File: config.mk
export PLATFORM = sky130hd
export DESIGN_NAME = gpio_bus_arbiter
export DESIGN_NICKNAME = d
export VERILOG_FILES = /design/src/rtl/gpio_bus_arbiter.sv
export SDC_FILE = /design/constraint.sdc
export NUM_CORES = 1
export LEC_CHECK = 0
export CORE_UTILIZATION = 36
export DETAILED_ROUTE_END_ITERATION = 7
export GPL_TIMING_DRIVEN = 0
export PLACE_DENSITY = 0.77
export SETUP_SLACK_MARGIN = 0.02
export SLEW_MARGIN = 20
export SYNTH_ARGS = -nofsm -noshare
export SYNTH_HDL_FRONTEND = slang
export SYNTH_SLANG_ARGS = --single-unit
File: constraint.sdc
create_clock -name sysclk -period 4.3 [get_ports sysclk]
set_input_delay 0.645 -clock sysclk [delete_from_list [all_inputs] [get_ports sysclk]]
set_output_delay 0.645 -clock sysclk [all_outputs]
set_load 0.01 [all_outputs]
File: src/rtl/gpio_bus_arbiter.sv
// Two-port round-robin arbiter in front of the GPIO core register port.
// One transaction at a time: IDLE (grant + capture) -> ACCESS (strobe) -> RESP (ack).
module gpio_bus_arbiter #(
   parameter int unsigned AW = 32,
   parameter int unsigned DW = 32
) (
   input  logic          sysclk,
   input  logic          sysrst,
   input  logic          req0,
   input  logic          we0,
   input  logic [AW-1:0] addr0,
   input  logic [DW-1:0] wdata0,
   output logic          ack0,
   output logic [DW-1:0] rdata0,
   input  logic          req1,
   input  logic          we1,
   input  logic [AW-1:0] addr1,
   input  logic [DW-1:0] wdata1,
   output logic          ack1,
   output logic [DW-1:0] rdata1,
   output logic          gpio_stb,
   output logic          gpio_we,
   output logic [AW-1:0] gpio_addr,
   output logic [DW-1:0] gpio_dat_i,
   input  logic [DW-1:0] gpio_dat_o,
   output logic          busy,
   output logic          gnt_id
);

   typedef enum logic [1:0] {IDLE, ACCESS, RESP} state_t;

   state_t state, state_nx;
   logic   last_q, last_nx;
   logic   winner_c;
   logic   stb_nx, we_nx, ack0_nx, ack1_nx, busy_nx, gnt_nx;
   logic [AW-1:0] addr_nx;
   logic [DW-1:0] dat_nx, rdata0_nx, rdata1_nx, rd_c;

   // On a tie the port that did not win last time gets the bus
   assign winner_c = (req0 && req1) ? ~last_q : req1;
   assign rd_c     = gpio_we ? '0 : gpio_dat_o;

   // State register; output registers double as the captured request fields
   always_ff @(posedge sysclk or posedge sysrst) begin
      if (sysrst) begin
         state      <= IDLE;
         last_q     <= 1'b1;
         gpio_stb   <= 1'b0;
         gpio_we    <= 1'b0;
         gpio_addr  <= '0;
         gpio_dat_i <= '0;
         ack0       <= 1'b0;
         ack1       <= 1'b0;
         rdata0     <= '0;
         rdata1     <= '0;
         busy       <= 1'b0;
         gnt_id     <= 1'b0;
      end else begin
         state      <= state_nx;
         last_q     <= last_nx;
         gpio_stb   <= stb_nx;
         gpio_we    <= we_nx;
         gpio_addr  <= addr_nx;
         gpio_dat_i <= dat_nx;
         ack0       <= ack0_nx;
         ack1       <= ack1_nx;
         rdata0     <= rdata0_nx;
         rdata1     <= rdata1_nx;
         busy       <= busy_nx;
         gnt_id     <= gnt_nx;
      end
   end

   // Next-state logic
   always_comb begin
      state_nx = state;
      case (state)
         IDLE:    if (req0 || req1) state_nx = ACCESS;
         ACCESS:  state_nx = RESP;
         RESP:    state_nx = IDLE;
         default: state_nx = IDLE;
      endcase
   end

   // Next values of the registered outputs
   always_comb begin
      stb_nx    = 1'b0;
      we_nx     = 1'b0;
      addr_nx   = gpio_addr;
      dat_nx    = gpio_dat_i;
      ack0_nx   = 1'b0;
      ack1_nx   = 1'b0;
      rdata0_nx = '0;
      rdata1_nx = '0;
      busy_nx   = (state_nx != IDLE);
      gnt_nx    = gnt_id;
      last_nx   = last_q;
      case (state)
         IDLE: begin
            if (req0 || req1) begin
               gnt_nx  = winner_c;
               last_nx = winner_c;
               stb_nx  = 1'b1;
               we_nx   = winner_c ? we1 : we0;
               addr_nx = winner_c ? addr1 : addr0;
               if (winner_c) dat_nx = we1 ? wdata1 : '0;
               else          dat_nx = we0 ? wdata0 : '0;
            end
         end
         ACCESS: begin
            if (gnt_id) begin
               ack1_nx   = 1'b1;
               rdata1_nx = rd_c;
            end else begin
               ack0_nx   = 1'b1;
               rdata0_nx = rd_c;
            end
         end
         default: ;
      endcase
   end

endmodule

Word-level counts from Yosys, hierarchy flattened --
Index checks and enable logic that the tools add are counted.
Storage, ports and cells: flip-flop bits (word level) 137, input bits 166, output and inout port bits 134, word-level logic and storage cells 40
Cells by class: equality and inequality tests 1, multiplexer cells 21, bitwise logic cells 1, reduce and logical (&&, ||, !) cells 5
Operators by type and width (number):
- $mux W32 | 9
- $mux W1 | 10
- $pmux W2 S2 | 1
- $eq A2 B1 Y1 const B | 1
- $logic_not A2 Y1 | 1
- $mux W2 | 1
- $reduce_and A2 Y1 | 1
- $reduce_bool A2 Y1 | 1
- $logic_and A1 B1 Y1 | 1
- $logic_or A1 B1 Y1 | 1
- $not A1 Y1 | 1

Depth between registers and ports, before layout --
word-level depth 5, mapped depth 6, depth with buffers taken out 3

Worst setup path after synthesis --
Ideal clock, no wire load.
path type input to register, start input port req1, end register busy, setup time 0.124 ns, arrival time 1.504 ns, data required time 4.176 ns, path slack 2.672 ns, stages 5, path buffers 2, path through or2_1 > and2_1 > buf_2 > buf_6 > or2_1
On the way: cells in the longest elaborated chain, start to end 4
Ends and longest elaborated chain:
- start: declaration | line 15 | input logic req1,
- $logic_or A1 B1 Y1 | line 78 | IDLE: if (req0 || req1) state_nx = ACCESS;
- $mux W2 | line 78
- $pmux W2 S2 | line 77 | case (state)
- $reduce_bool A2 Y1 | line 95 | busy_nx = (state_nx != IDLE);
- via busy_nx | line 35 | logic stb_nx, we_nx, ack0_nx, ack1_nx, busy_nx, gnt_nx;
- end signal: assignment | line 69 | busy <= busy_nx;
- end: declaration | line 26 | output logic busy,
The timed path passes the listed nets, and every way through them passes these cells. A chain may end at the register's enable or synchronous reset.

Worst setup path in the final report --
start register gpio_we, end output port gpio_we
RTL lines:
- start: declaration | line 22 | output logic gpio_we,
- start signal: assignment | line 62 | gpio_we <= we_nx;
No word-level cell between the ends.

==> impl_results.md <==
- Cell taking the most area after synthesis: dfrtp_1
- Clock Path Buffers: 2
- Period utilization: 49.8%
- Tmin final: 2140 ps
- Gate power share: 43.9%
- Drt first pass iters: 4
- CTS clk-pin slew, worst paths: 60 ps
- Initial Utilization: 36.9%
- Critical Path RT: ~3700 ps
- RSZ-0062 raised after global routing: no
- Flop pwr share: 33.1%
- Num Clock Sinks: 137
- CP Launch Type: register
- Grt total ovfl: 0
- Ant. Diodes: 0
- CTS Buf Count: 17
- WP data arrival: 1500 ps
- Min Hold Slack: roughly 520 ps
- Cell area after synthesis: between 5000 and 6000 um2
- Critical-path cell list: clkdlybuf4s50_1
- Slew @ Worst Pin: 646 ps
- Critical path class: reg2out
- Vias in the first global route: around 5,700
- Unique masters post-synth: 22
- Final setup skew: 9.15 ps
- Met1 usage: 26.4%
- Post-CTS resize count: 0
- Crit end category: output port
- Worst min path class: reg2reg
- Post-DP HPWL: about 14 mm
- Port buffer count: 297
- Row cnt: 45
- Hold buffer count at CTS: 0
- Routability Congestion: 0.838
- Final hold violations: 0
- WP buf/inv: 1
- CTS tree: done
- Via count: 5,445
- Routed WL per cell: 17.0 um
- Crit-path max cell delay: 590 ps
- Antenna Nets Post-Route: 0
- Max Cap Viol: 0
- Grt met2 use: ~43%
- Vias per cell: 4.93
- Leakage power: 3.94 nW
- Area contributors post-synth: dfrtp_1 (60%), a21oi_1 (5.7%), nand3_1 (5.7%)
- Seq/Total Area, Yosys: about three fifths
- Root Buffer Master: clkbuf_16
- Htree depth: 4
- Die W: 127 um
- Outcome: finished, final reports clean
- DR iter-0 viols: approximately 290
- Share of cells above drive strength 1: 8.05%
- Die ar.: 16,200 um2
- Max-slew violation count: 0
- Synthesized Nets: 727
- I/O Pins: 300
- GR peak layer: met2
- Syn Inst Count: 561
- Largest net degree at the start of global routing: 34
- Commonest cells after routing, fill and taps aside: clkdlybuf4s50_1 (297), dfrtp_1 (136), nand2_1 (67)
- Crit path max fanout: 6
- Finish-stage setup viols: 0
- Die Span Y: 127 um
- Warnings, synthesis: 0
- Cell-internal power: 3.91 mW
- Fmax: between 400 and 500 MHz
- Final Util: 62.4%
- Peak VDD IR: 0.270 mV
- Post CTS Setup Buffer Count: 0
- NumNets Final: 1,047
- Clk_lat worst skew: 420 ps
- Syn avg cell area: 10.0 um2
- Crit-path leading delay family: buffers and inverters
- Setup TNS: 0 ps
- Area Overhead vs Synth: 68.9%
- Slew margin rel.: between 50 and 60%
- GR Util met3: 8.00%
- Top-area cell type share of the netlist area: 60.4%
- Commonest non-fill, non-tap cell in the layout: clkdlybuf4s50_1
- Global-route wire length before repair: 29.5 mm
- Initial antenna violation count: 0
- Net Sw Frac: 34.8%
- Area of the core: 15,300 um2
- Gr usage total: between 20% and 30%
- CP max-delay cell: clkdlybuf4s50_1
- Post-Route WL: between 15 and 20 mm
- Net Switching: 2.09 mW
- Count of state elements after synthesis: around 140
- Pwr dens: 631 nW/um2
- Clock share of power: 23.0%
- Remaining routing DRC violations: 0
[per-stage QoR]
| step | cells | total power, mW | area [um2] | worst slack (ps) |
|---|---|---|---|---|
| 6_report | 1105 | 6.00 | 9520 | 2160 |
| 5_1_grt | 1105 | 6.35 | 9520 | 2080 |
| 4_1_cts | 1105 | 6.05 | 9520 | 2100 |
| 3_5_place_dp | 1073 | 4.65 | 8950 | 1810 |
| 3_3_place_gp | 1069 | 4.59 | 8870 | 757 |
| 2_1_floorplan | 561 | 3.22 | 5640 | 1950 |
[area by class of cell]
class                           instances  area, um2
Buffer                                 54        245
Sequential cell                       137       3430
Clock inverter                         13        119
Fill cell                            1240       5740
Timing Repair Buffer                  301       3050
Inverter                                3       15.0
Tap cell                              211        264
Clock buffer                           19        443
Multi-Input combinational cell        367       1950
[synth_stat cells]
| cell type | count |
|---|---|
| a31oi_2 | 20 |
| and2_1 | 2 |
| inv_1 | 3 |
| nor2b_1 | 1 |
| a21boi_0 | 1 |
| buf_6 | 4 |
| nand2b_1 | 33 |
| buf_4 | 1 |
| buf_1 | 3 |
| mux2_2 | 2 |
| buf_2 | 7 |
| nor2_1 | 65 |
| or2_1 | 2 |
| a31oi_1 | 44 |
| clkbuf_1 | 39 |
| nand3_1 | 64 |
| a21oi_1 | 64 |
| dfstp_2 | 1 |
| dfrtp_1 | 136 |
| a21boi_1 | 1 |
| nand2_1 | 67 |
| a21bo_2 | 1 |
[logic make-up after synthesis]
kind of cell	count (synthesis)	share of synthesized area [%]
flip-flops	137	60.9
multiplexers	2	0.400
buffers and inverters	57	4.55
AO/OA/AOI/OAI	131	15.5
AND/OR/NAND/NOR	234	18.7
[final timing paths]
kind,cells after the start,slack [ps],endpoint,from
worst min-delay path,1,520,state[1],state[1]
max in group asynchronous,4,3010,rdata0[30],sysrst
worst min register to register,1,520,state[1],state[1]
worst max register to register,5,2480,gpio_dat_i[31],last_q
min in group asynchronous,2,600,gpio_dat_i[10],sysrst
worst max-delay path,1,2160,gpio_we,gpio_we
[sequential cells by signal (all words and copies together) (netlist names)]
register	cells
gnt_id	1
rdata1	32
state	2
gpio_addr	32
gpio_dat_i	32
rdata0	32
busy	1
gpio_we	1
gpio_stb	1
ack0	1
last_q	1
ack1	1
[per-layer routing]
layer | routed length, um | share of wire [%]
met4 | 344 | 1.8
met1 | 7260 | 39
met3 | 1530 | 8.2
met5 | 0 | 0
met2 | 9610 | 51
[power groups by stage]
stage	clock network [mW]	logic (mW)	registers (mW)
global placement	0	2.60	1.99
global route	1.46	2.85	2.04
detailed placement	0	2.64	2.00
floorplan	0	1.02	2.20
CTS	1.41	2.65	1.99
finish	1.38	2.63	1.99
(Power assumes the default switching activity.)
